`config.mk`:
```
export PLATFORM = sky130hd
export DESIGN_NAME = rr_mux_sel_arbiter
export DESIGN_NICKNAME = d
export VERILOG_FILES = /design/src/rtl/rr_mux_sel_arbiter.sv
export SDC_FILE = /design/constraint.sdc
export NUM_CORES = 1
export LEC_CHECK = 0
export CORE_MARGIN = 4
export CORE_UTILIZATION = 55
export CTS_CLUSTER_SIZE = 14
export DETAILED_ROUTE_END_ITERATION = 8
export GPL_TIMING_DRIVEN = 1
export MAX_ROUTING_LAYER = met4
export PLACE_DENSITY = 0.82
export SKIP_LAST_GASP = 1
export SYNTH_ARGS = -nofsm -noshare
export SYNTH_HDL_FRONTEND = slang
export SYNTH_SLANG_ARGS = --single-unit
```
`constraint.sdc`:
```
create_clock -name i_clk -period 4.4 [get_ports i_clk]
set_clock_uncertainty 0.05 [all_clocks]
set_input_delay 0.66 -clock i_clk [delete_from_list [all_inputs] [get_ports i_clk]]
set_output_delay 0.66 -clock i_clk [all_outputs]
set_load 0.05 [all_outputs]
```
`src/rtl/rr_mux_sel_arbiter.sv`:
```
// Round-robin arbiter driving the select of a W-bit N:1 mux; one beat per grant.
// Optional stall timeout with forced release is enabled by defining ARB_TIMEOUT_EN.
module rr_mux_sel_arbiter #(
   parameter int unsigned N       = 4,
   parameter int unsigned M       = 2,
   parameter int unsigned TIMEOUT = 15
) (
   input  logic         i_clk,
   input  logic         i_rst,
   input  logic [N-1:0] i_req,
   output logic [N-1:0] o_grant,
   output logic [M-1:0] o_sel,
   output logic         o_out_valid,
   input  logic         i_out_ready,
   output logic         o_timeout
);

   typedef enum logic [0:0] {StIdle, StGrant} state_e;

   state_e       r_state;
   logic [M-1:0] r_ptr;
   logic [M-1:0] r_sel;
   logic [N-1:0] r_grant;
   logic         r_out_valid;
   logic         r_timeout;

`ifdef ARB_TIMEOUT_EN
   localparam int unsigned CntW = $clog2(TIMEOUT + 1);
   logic [CntW-1:0] r_stall_cnt;
`else
   // Stall limit only matters with the timeout feature; keep the parameter referenced.
   logic w_unused_timeout;
   assign w_unused_timeout = ^32'(TIMEOUT);
`endif

   // Returns {found, index} of the first requester at or after start, wrapping mod N.
   function automatic logic [M:0] pick(input logic [N-1:0] req, input logic [M-1:0] start);
      logic [M:0]   res;
      logic [M-1:0] idx_m;
      int unsigned  idx;
      res = '0;
      for (int unsigned k = 0; k < N; k++) begin
         idx   = (32'(start) + k) % N;
         idx_m = M'(idx);
         if (!res[M] && req[idx_m]) res = {1'b1, idx_m};
      end
      return res;
   endfunction

   logic [M:0]   w_idle_pick;
   logic [M:0]   w_next_pick;
   logic [M-1:0] w_sel_inc;
   logic [N-1:0] w_idle_onehot;
   logic [N-1:0] w_next_onehot;

   always_comb begin
      w_sel_inc     = (r_sel == M'(N - 1)) ? '0 : r_sel + M'(1);
      w_idle_pick   = pick(i_req, r_ptr);
      w_next_pick   = pick(i_req, w_sel_inc);
      w_idle_onehot = N'(1) << w_idle_pick[M-1:0];
      w_next_onehot = N'(1) << w_next_pick[M-1:0];
   end

   always_ff @(posedge i_clk) begin
      if (i_rst) begin
         r_state     <= StIdle;
         r_ptr       <= '0;
         r_sel       <= '0;
         r_grant     <= '0;
         r_out_valid <= 1'b0;
         r_timeout   <= 1'b0;
`ifdef ARB_TIMEOUT_EN
         r_stall_cnt <= '0;
`endif
      end else begin
         r_timeout <= 1'b0;
`ifdef ARB_TIMEOUT_EN
         r_stall_cnt <= '0;
`endif
         unique case (r_state)
            StIdle: begin
               if (w_idle_pick[M]) begin
                  r_sel       <= w_idle_pick[M-1:0];
                  r_grant     <= w_idle_onehot;
                  r_out_valid <= 1'b1;
                  r_state     <= StGrant;
               end
            end
            StGrant: begin
               // out_valid is always set in this state, so ready alone completes the beat.
               if (i_out_ready) begin
                  r_ptr <= w_sel_inc;
                  if (w_next_pick[M]) begin
                     r_sel   <= w_next_pick[M-1:0];
                     r_grant <= w_next_onehot;
                  end else begin
                     r_grant     <= '0;
                     r_out_valid <= 1'b0;
                     r_state     <= StIdle;
                  end
               end else if (!i_req[r_sel]) begin
                  r_grant     <= '0;
                  r_out_valid <= 1'b0;
                  r_state     <= StIdle;
`ifdef ARB_TIMEOUT_EN
               end else if (r_stall_cnt == CntW'(TIMEOUT - 1)) begin
                  r_ptr       <= w_sel_inc;
                  r_grant     <= '0;
                  r_out_valid <= 1'b0;
                  r_timeout   <= 1'b1;
                  r_state     <= StIdle;
               end else begin
                  r_stall_cnt <= r_stall_cnt + CntW'(1);
`endif
               end
            end
            default: r_state <= StIdle;
         endcase
      end
   end

   assign o_grant     = r_grant;
   assign o_sel       = r_sel;
   assign o_out_valid = r_out_valid;
   assign o_timeout   = r_timeout;

endmodule

```
==> flow_summary.json, run 1 <==
{
  "period_share_pct": 65.77,
  "dieWidth_microns": 47.96,
  "routed_wl_mm": 2.093,
  "wl_per_cell_microns": 14.84,
  "finalHoldViolations": 0,
  "synthesis.yosys.warnings": 0,
  "place_hpwl_mm": 1.561,
  "period_needed_ns": 2.894,
  "reg2regPathDepth": 8,
  "layout.filler_cells": 127,
  "fp.dieArea_sq_um": 2300,
  "cts_buffer_depth": 2,
  "layout-drive-gt1-share_pct": 12.00,
  "worst_path_max_delay_cell": "sky130_fd_sc_hd__dfxtp_1",
  "hold_path.class": "flop to flop",
  "peakVddDrop_uv": 279.6,
  "layout.cells.most_common": "sky130_fd_sc_hd__nor2_1",
  "slew_violations": 0,
  "ctsResizeCount": 0,
  "syn_to_final_growth_pct": 16.52,
  "grt_first_pass_wirelength_mm": 3.581,
  "drt_iter0_markers": 22,
  "tightestPinTransition_ns": 0.7142,
  "port_buffers": 13,
  "worst-endpoint-required_ns": 4.54,
  "swShare_pct": 42.74,
  "multiInputGateArea_sq_um": 614.3,
  "power.share.sequential_pct": 27.6,
  "clock-sinks": 10,
  "row_count": 14,
  "grt_pass1_vias": 851,
  "worstHoldStart": "r_ptr[0]",
  "core_ar_sq_um": 1506,
  "hold_buffers": 0,
  "cts_post_setup_buffers_inserted": 0,
  "critical_path.max_stage_delay_ns": 0.61,
  "worst_slew_margin_rel_pct": 51.96,
  "area.sequential_sq_um": 200.2,
  "worst_setup_path_start_kind": "flop",
  "synth_enable_flop_cells": 0,
  "endpoint_kind": "flop",
  "power.share.clock_pct": 19.1,
  "die_height_microns": 47.96,
  "grtUsageMet3_pct": 2.632,
  "final.setup.tns_ns": 0,
  "comb_power_share_pct": 53.3,
  "n_antenna_cell": 0,
  "seq_area_frac_synth_pct": 22.79,
  "p_per_area_nw_per_um2": 416.8,
  "use_met2_pct": 34.30,
  "clock_tree.htree_level_count": 1,
  "drcViolationCount": 0,
  "floorplan.io_pins": 15,
  "grt_max_degree": 13,
  "grt_use_total_pct": 22.48,
  "worst_skew_pair.late_latency_ns": 0.26,
  "primary_ff_master_synth": "sky130_fd_sc_hd__dfxtp_1",
  "synth.net_count": 125,
  "gp_routability_congestion": 0.8729,
  "place_ws_ns": 1.428,
  "internal_power_uw": 244.3,
  "netlist_instances": 115,
  "hold_depth": 2,
  "met1_track_usage_gr_pct": 28.00,
  "maxClockFrequency_mhz": 345.6,
  "net_switching_power_uw": 182.3,
  "final.setup.worst_slack_ns": 1.506,
  "post_synth_num_cell_types": 43,
  "result_of_the_run": "finished clean",
  "worstPathArrival_ns": 3.03,
  "overflow": 0,
  "critical_path.cell_chain": "inv_2 -> ha_1 -> mux4_2 -> nor3b_2 -> or3_1 -> o21ai_2 -> o32a_1 -> a211oi_2",
  "yosys_register_bits": 10,
  "asyncSetResetFlopFracSynth_pct": 0,
  "worstPathMaxFanout": 12,
  "via_count": 871,
  "final_nets": 136,
  "critical_path_class": "flop to flop",
  "cp-startpoint": "o_sel[0]",
  "syn_avg_cell_area_sq_um": 7.638,
  "post_synth_instance_area_sq_um": 878.3,
  "mostFrequentLayoutCells": "14 x sky130_fd_sc_hd__nor2_1, 13 x sky130_fd_sc_hd__clkdlybuf4s50_1, 11 x sky130_fd_sc_hd__a21oi_1, 10 x sky130_fd_sc_hd__nand2_1, 10 x sky130_fd_sc_hd__dfxtp_1",
  "antenna_found_initial": 0,
  "cts_inserted_buffers": 3,
  "global_route.peak_usage_layer": "met2",
  "final_antenna_net_count": 0,
  "setup_viol_count_final": 0,
  "total_leakage_power_uw": 0.0003950,
  "max_cap_violation_count": 0,
  "clk_pin_slew_ns": 0.07,
  "clockRootBuffer": "sky130_fd_sc_hd__clkbuf_4",
  "effective_utilization_at_floorplan_pct": 58.31,
  "rsz0062_at_grt": "false",
  "detailedRoute.firstPassIterationCount": 4,
  "cts_tree": "yes",
  "avgViaCountPerCell": 6.177,
  "rr_startpoint": "o_sel[0]"
}
-- layout make-up --
class                           instances  area share, %
Clock buffer                            4          3.545
Multi-Input combinational cell         92          60.02
Sequential cell                        10          19.56
Inverter                                6          2.200
Tap cell                               16          1.956
Timing Repair Buffer                   13          12.71
-- state kept, by name (all words and copies together), names as in the netlist --
signal	cells
o_grant	4
o_sel	2
o_out_valid	1
r_state	1
r_ptr	2
-- power by group through the flow --
stage | Sequential (uW) | Combinational [uW] | Clock [uW]
2_1_floorplan | 145 | 150 | 0
3_3_place_gp | 119 | 219 | 0
3_5_place_dp | 120 | 224 | 0
4_1_cts | 118 | 226 | 84.7
5_1_grt | 120 | 248 | 91.0
6_report | 118 | 227 | 81.6
-- path summary, 6_finish.rpt --
path	end	slack (ns)
setup reg to reg	o_grant[2]	1.51
hold / removal	r_ptr[0]	0.44
hold reg to reg	r_ptr[0]	0.44
setup / recovery	o_grant[2]	1.51
-- stage by stage --
| stage | power [uW] | cells | hold WS (ns) | util, % | area [sq um] |
|---|---|---|---|---|---|
| final | 426.6 | 141 | 0.4448 | 67.94 | 1023 |
| after global routing | 458.9 | 141 | 0.4805 | 67.94 | 1023 |
| after CTS | 428.3 | 141 | 0.4481 | 67.94 | 1023 |
| after detailed placement | 343.4 | 137 | 0.4373 | 65.53 | 987.2 |
| after global placement | 338.3 | 137 | 0.4162 | 65.53 | 987.2 |
| after floorplan | 294.7 | 115 | 0.3996 | - | 878.3 |
-- routing by layer --
layer	part of all wire (%)	wire [microns]
met1	45	946
met3	4.2	87
met5	0	0
met4	1.3	27
met2	49	1031
-- synthesized netlist by cell type (3+ instances only) --
| library cell | number | area (sq um) |
|---|---|---|
| sky130_fd_sc_hd__a221oi_1 | 4 | 35.03 |
| sky130_fd_sc_hd__dfxtp_1 | 10 | 200.2 |
| sky130_fd_sc_hd__a21oi_1 | 11 | 55.05 |
| sky130_fd_sc_hd__inv_1 | 5 | 18.77 |
| sky130_fd_sc_hd__o21ai_0 | 7 | 35.03 |
| sky130_fd_sc_hd__mux2i_1 | 3 | 30.03 |
| sky130_fd_sc_hd__nand3_1 | 4 | 20.02 |
| sky130_fd_sc_hd__ha_1 | 3 | 37.54 |
| sky130_fd_sc_hd__a211oi_1 | 4 | 30.03 |
| sky130_fd_sc_hd__nor3_1 | 3 | 15.01 |
| sky130_fd_sc_hd__nor2_1 | 14 | 52.55 |
| sky130_fd_sc_hd__nand2_1 | 10 | 37.54 |
| sky130_fd_sc_hd__buf_2 | 3 | 15.01 |
-- kinds of logic after synthesis --
logic type	synth area share, %
AOI/OAI and AO/OA	30.20
xor gates and xnor gates	1.852
adders and majority gates	4.274
buffers and inverters	7.265
DFF	22.79
muxes	8.974
other	0.4269
and+or+nand+nor	24.22
-- critical path, delay by kind of cell, from the launching register on --
| kind | cells | cell delay, ns |
|---|---|---|
| buffers and inverters | 1 | 0.11 |
| adders and majority gates | 1 | 0.51 |
| muxes | 1 | 0.59 |
| AOI/OAI and AO/OA | 3 | 0.60 |
| and+or+nand+nor | 2 | 0.34 |
| DFF | 1 | 0.61 |
No activity file was read; power rests on OpenSTA's default activity.
==> run 2: changes to the inputs <==
--- a/config.mk
+++ b/config.mk
@@ -6,12 +6,12 @@
 export NUM_CORES = 1
 export LEC_CHECK = 0
 export CORE_MARGIN = 4
-export CORE_UTILIZATION = 55
+export CORE_UTILIZATION = 51
 export CTS_CLUSTER_SIZE = 14
 export DETAILED_ROUTE_END_ITERATION = 8
 export GPL_TIMING_DRIVEN = 1
 export MAX_ROUTING_LAYER = met4
-export PLACE_DENSITY = 0.82
+export PLACE_DENSITY = 0.77
 export SKIP_LAST_GASP = 1
 export SYNTH_ARGS = -nofsm -noshare
 export SYNTH_HDL_FRONTEND = slang
==> constraint.sdc (replaced) <==
create_clock -name i_clk -period 2.7 [get_ports i_clk]
set_clock_uncertainty 0.05 [all_clocks]
set_input_delay 0.405 -clock i_clk [delete_from_list [all_inputs] [get_ports i_clk]]
set_output_delay 0.405 -clock i_clk [all_outputs]
set_load 0.05 [all_outputs]
==> run 2 against run 1 <==
  * Worst hold slack worse by 0.016 ns
  * Largest power group unchanged
  * First-iteration DRC count grew 4.5%
  * Die area grew 6.5%
==> flow_summary.json, run 2 (synthesis results as in run 1) <==
{
  "rr_startpoint": "o_sel[1]",
  "postLayoutCoreUtil_pct": 69.66,
  "worstHoldStart": "r_ptr[0]",
  "power.share.clock_pct": 18.6,
  "grt_max_degree": 12,
  "critical_path_buf_inv_count": 1,
  "endpoint_kind": "flop",
  "clock-sinks": 10,
  "maxClockFrequency_mhz": 404.8,
  "place_hpwl_mm": 1.641,
  "net_switching_power_uw": 299.5,
  "max_cap_violation_count": 0,
  "detailedRoute.firstPassIterationCount": 4,
  "total_leakage_power_uw": 0.0004339,
  "gp_routability_congestion": 0.9131,
  "grt_first_pass_wirelength_mm": 3.574,
  "grt_use_total_pct": 19.16,
  "worst_setup_path_start_kind": "input port",
  "die_height_microns": 49.50,
  "core_ar_sq_um": 1559,
  "result_of_the_run": "finished clean",
  "drt_iter0_markers": 23,
  "reg_to_reg_critical_path_endpoint": "o_grant[1]",
  "mostFrequentLayoutCells": "14 x sky130_fd_sc_hd__nor2_1, 13 x sky130_fd_sc_hd__clkdlybuf4s50_1, 11 x sky130_fd_sc_hd__a21oi_1, 10 x sky130_fd_sc_hd__nand2_1",
  "finalHoldViolations": 0,
  "hold_depth": 2,
  "comb_power_share_pct": 55.7,
  "slew_violations": 0,
  "swShare_pct": 41.81,
  "worstPathArrival_ns": 2.56,
  "grt_pass1_vias": 827,
  "critical_path.max_stage_delay_ns": 0.53,
  "final_nets": 144,
  "worstPathMaxFanout": 7,
  "final_antenna_net_count": 0,
  "overflow": 0,
  "p_per_area_nw_per_um2": 659.6,
  "wl_per_cell_microns": 14.09,
  "layout.filler_cells": 143,
  "largest_register_ffs": 4,
  "totalPowerFinal_uw": 716.3,
  "drcViolationCount": 0,
  "ff2ff_setup_slack_ns": 0.29,
  "row_count": 14,
  "critical_path_class": "input port to flop",
  "worst_slew_margin_rel_pct": 53.01,
  "worst_path_max_delay_cell": "sky130_fd_sc_hd__clkdlybuf4s50_1",
  "avgViaCountPerCell": 6.034,
  "rsz0062_at_grt": "false",
  "floorplan.io_pins": 15,
  "clk_pin_slew_ns": 0.07,
  "antenna_found_initial": 0,
  "hold_path.class": "flop to flop",
  "reg2regPathDepth": 9,
  "effective_utilization_at_floorplan_pct": 56.34,
  "fp.dieArea_sq_um": 2450,
  "routed_wl_mm": 2.100,
  "final.setup.tns_ns": 0,
  "cts_buffer_depth": 2,
  "place_ws_ns": 0.04190,
  "cts_tree": "yes",
  "worst_skew_pair.late_latency_ns": 0.27,
  "via_count": 899,
  "layout-drive-gt1-share_pct": 18.80,
  "critical_path.cell_chain": "clkdlybuf4s50_1 -> mux2i_1 -> nand2_1 -> nor3b_1 -> a311o_1 -> and2b_1 -> a221oi_1 -> nor3_1",
  "syn_to_final_growth_pct": 23.65,
  "cts_post_setup_buffers_inserted": 0,
  "cts_inserted_buffers": 3,
  "period_needed_ns": 2.470,
  "ctsResizeCount": 0,
  "final.setup.worst_slack_ns": 0.2296,
  "clockRootBuffer": "sky130_fd_sc_hd__clkbuf_4",
  "setup_viol_count_final": 0,
  "crit_family": "simple AND/OR/NAND/NOR gates",
  "tightestPinTransition_ns": 0.6986,
  "worst-endpoint-required_ns": 2.79,
  "dieWidth_microns": 49.50,
  "layout.cells.most_common": "sky130_fd_sc_hd__nor2_1",
  "period_share_pct": 91.49,
  "power.share.sequential_pct": 25.7,
  "hold_buffers": 0,
  "port_buffers": 13,
  "clock_tree.htree_level_count": 1,
  "internal_power_uw": 416.9,
  "n_antenna_cell": 0,
  "worst_hold_path.endpoint": "r_ptr[0]",
  "peakVddDrop_uv": 525.6
}
-- run 2: worst max path at each step --
stage | from | to | slack [ns] | cells past startpoint
global placement | i_req[1] | o_grant[2] | 0.04 | 7
detailed placement | i_req[1] | o_grant[2] | 0.04 | 7
finish | i_req[3] | o_grant[1] | 0.23 | 8
global route | i_req[3] | o_grant[1] | 0.03 | 8
floorplan | o_sel[0] | o_grant[2] | 0.02 | 10
CTS | i_req[3] | o_grant[1] | 0.27 | 8
-- run 2: final cells by class --
cell class	instances	area (sq um)	share of cell area, %
clock buffer	4	36.28	3.341
inverter	6	22.52	2.074
multi-input combinational	92	614.3	56.57
sequential	10	202.7	18.66
tap	16	20.02	1.843
timing repair buffer	21	190.2	17.51
-- run 2: power groups by stage --
stage,logic [uW],registers [uW],clock network [uW]
2_1_floorplan,244,238,0
3_3_place_gp,392,187,0
3_5_place_dp,395,188,0
4_1_cts,398,184,136
5_1_grt,432,188,150
6_report,399,184,133
-- run 2: layer usage --
layer  GRT usage (%)  share of wire (%)
met5               -                  0
met1           22.47                 45
met4           9.217                1.0
met2           31.70                 49
met3           3.313                4.4
-- run 2: per-stage QoR --
step,cells,area (sq um),hold slack [ns]
CTS,149,1086,0.4355
global route,149,1086,0.4776
global placement,145,1050,0.4159
finish,149,1086,0.4289
floorplan,115,880.8,0.3996
detailed placement,145,1050,0.4264
-- run 2: worst reg2reg max path, delay by kind of cell, from the launching register on --
kind | cells | cell delay [ns]
xor gates and xnor gates | 1 | 0.22
buffers and inverters | 2 | 0.27
and+or+nand+nor | 2 | 0.32
DFF | 1 | 0.36
adders and majority gates | 1 | 0.32
AOI/OAI and AO/OA | 3 | 0.76
==> run 3: changes to the inputs <==
--- a/config.mk
+++ b/config.mk
@@ -5,13 +5,12 @@
 export SDC_FILE = /design/constraint.sdc
 export NUM_CORES = 1
 export LEC_CHECK = 0
-export CORE_MARGIN = 4
-export CORE_UTILIZATION = 51
+export CORE_UTILIZATION = 44
 export CTS_CLUSTER_SIZE = 14
 export DETAILED_ROUTE_END_ITERATION = 8
 export GPL_TIMING_DRIVEN = 1
 export MAX_ROUTING_LAYER = met4
-export PLACE_DENSITY = 0.77
+export PLACE_DENSITY = 0.68
 export SKIP_LAST_GASP = 1
 export SYNTH_ARGS = -nofsm -noshare
 export SYNTH_HDL_FRONTEND = slang
==> run 3 against run 2 <==
  * Sequential power is essentially flat
  * Sequential cell count is the same
  * Highest routed layer unchanged
  * Critical path depth grew 1
  * Cell count grew 6.7%
==> flow_summary.json, run 3 (synthesis results as in run 1) <==
{
  "critical_path_buf_inv_count": 1,
  "result_of_the_run": "finished clean",
  "dieWidth_microns": 46.68,
  "n_antenna_cell": 0,
  "critPathMostFrequentCell": "sky130_fd_sc_hd__a211oi_1",
  "setup_viol_count_final": 0,
  "maxClockFrequency_mhz": 416.8,
  "reg_to_reg_critical_path_endpoint": "o_sel[0]",
  "gp_routability_congestion": 0.9757,
  "die_height_microns": 46.68,
  "postLayoutCoreUtil_pct": 61.32,
  "finalHoldViolations": 0,
  "worstPathMaxFanout": 11,
  "effective_utilization_at_floorplan_pct": 48.75,
  "grt_first_pass_wirelength_mm": 3.284,
  "worst_skew_pair.late_latency_ns": 0.25,
  "routed_wl_mm": 2.024,
  "mostFrequentLayoutCells": "14 x sky130_fd_sc_hd__nor2_1, 13 x sky130_fd_sc_hd__clkdlybuf4s50_1, 11 x sky130_fd_sc_hd__a21oi_1, 10 x sky130_fd_sc_hd__nand2_1, 9 x sky130_fd_sc_hd__buf_4",
  "final_antenna_net_count": 0,
  "tightestPinTransition_ns": 0.7050,
  "hold_path.class": "flop to flop",
  "syn_to_final_growth_pct": 25.78,
  "overflow": 0,
  "layout.cells.most_common": "sky130_fd_sc_hd__nor2_1",
  "cts_inserted_buffers": 3,
  "worst_path_max_delay_cell": "sky130_fd_sc_hd__or3_1",
  "detailedRoute.firstPassIterationCount": 4,
  "cts_post_setup_buffers_inserted": 0,
  "rr_startpoint": "o_sel[0]",
  "critical_path.max_stage_delay_ns": 0.36,
  "port_buffers": 13,
  "ff2ff_setup_slack_ns": 0.30,
  "clk_pin_slew_ns": 0.06,
  "worst_slew_margin_rel_pct": 52.58,
  "wl_per_cell_microns": 12.73,
  "peakVddDrop_uv": 427.3,
  "clockRootBuffer": "sky130_fd_sc_hd__clkbuf_4",
  "fp.dieArea_sq_um": 2179,
  "worstPathArrival_ns": 2.51,
  "layout-drive-gt1-share_pct": 19.40,
  "cts_buffer_depth": 2,
  "hold_depth": 2,
  "hold_buffers": 0,
  "floorplan.io_pins": 15,
  "clock_tree.htree_level_count": 1,
  "period_share_pct": 88.87,
  "place_hpwl_mm": 1.620,
  "endpoint_kind": "flop",
  "ctsResizeCount": 0,
  "rsz0062_at_grt": "false",
  "crit_family": "simple AND/OR/NAND/NOR gates",
  "cp-startpoint": "o_sel[0]",
  "critical_path.cell_chain": "buf_4 -> ha_1 -> or2_2 -> or3_1 -> mux2i_1 -> a21oi_1 -> o21ai_2 -> a211oi_1 -> a211oi_1",
  "worst_hold_path.endpoint": "r_ptr[0]",
  "largest_register_ffs": 4,
  "max_cap_violation_count": 0,
  "final.setup.tns_ns": 0,
  "period_needed_ns": 2.399,
  "worst_setup_path_start_kind": "flop",
  "final_nets": 145,
  "core_ar_sq_um": 1802,
  "antenna_found_initial": 0,
  "drcViolationCount": 0,
  "slew_violations": 0,
  "row_count": 15,
  "p_per_area_nw_per_um2": 643.6,
  "clock-sinks": 10,
  "drt_iter0_markers": 21,
  "reg2regPathDepth": 9,
  "total_leakage_power_uw": 0.0004387,
  "via_count": 866,
  "grt_max_degree": 12,
  "worstHoldStart": "r_ptr[0]",
  "worst-endpoint-required_ns": 2.81,
  "grt_use_total_pct": 21.33,
  "cts_tree": "yes",
  "avgViaCountPerCell": 5.447,
  "critical_path_class": "flop to flop",
  "grt_pass1_vias": 752
}
==> run 3: routing by layer <==
metal	vias up	GRT usage (%)	share of wire, %
met5	-	-	0
li1	456	-	-
met4	0	6.857	0.20
met3	2	1.176	2.1
met2	15	34.17	48
met1	393	28.44	50
==> run 3: area by class of cell <==
class / count / area (sq um)
clock buffers: 4 / 36.28
inverters: 6 / 22.52
fillers: 171 / 696.9
well taps: 25 / 31.28
repair buffers: 22 / 197.7
flip-flops and latches: 10 / 202.7
multi-input cells: 92 / 614.3
==> run 3: how the worst max path moves through the flow <==
stage	endpoint	slack, ns	cells past startpoint
2_1_floorplan	o_grant[2]	0.02	10
4_1_cts	o_grant[2]	0.30	8
3_3_place_gp	o_grant[1]	0.07	8
6_report	o_sel[0]	0.30	9
5_1_grt	o_grant[2]	0.15	8
3_5_place_dp	o_grant[1]	0.06	8
==> run 3: tightest hold or removal path: cells and delay by family, from the launching register on <==
kind,cells,cell delay [ns]
flops,1,0.32
simple gates,1,0.05
compound gates,1,0.05
==> run 3: power by group <==
part | switching [uW] | internal (uW)
clock network | 45.8 | 81.6
registers | 15.8 | 169
logic | 230 | 169
==> run 3: through the flow <==
step	total power [uW]	hold slack (ns)	instances	cell area (sq um)	setup WS, ns
after floorplan	481.5	0.3996	115	880.8	0.02485
after global placement	579.6	0.4146	155	1069	0.06778
after detailed placement	584.3	0.4207	155	1069	0.05962
after CTS	715.9	0.4298	159	1105	0.3027
after global routing	763.2	0.4643	159	1105	0.1474
final	711.1	0.4261	159	1105	0.3005
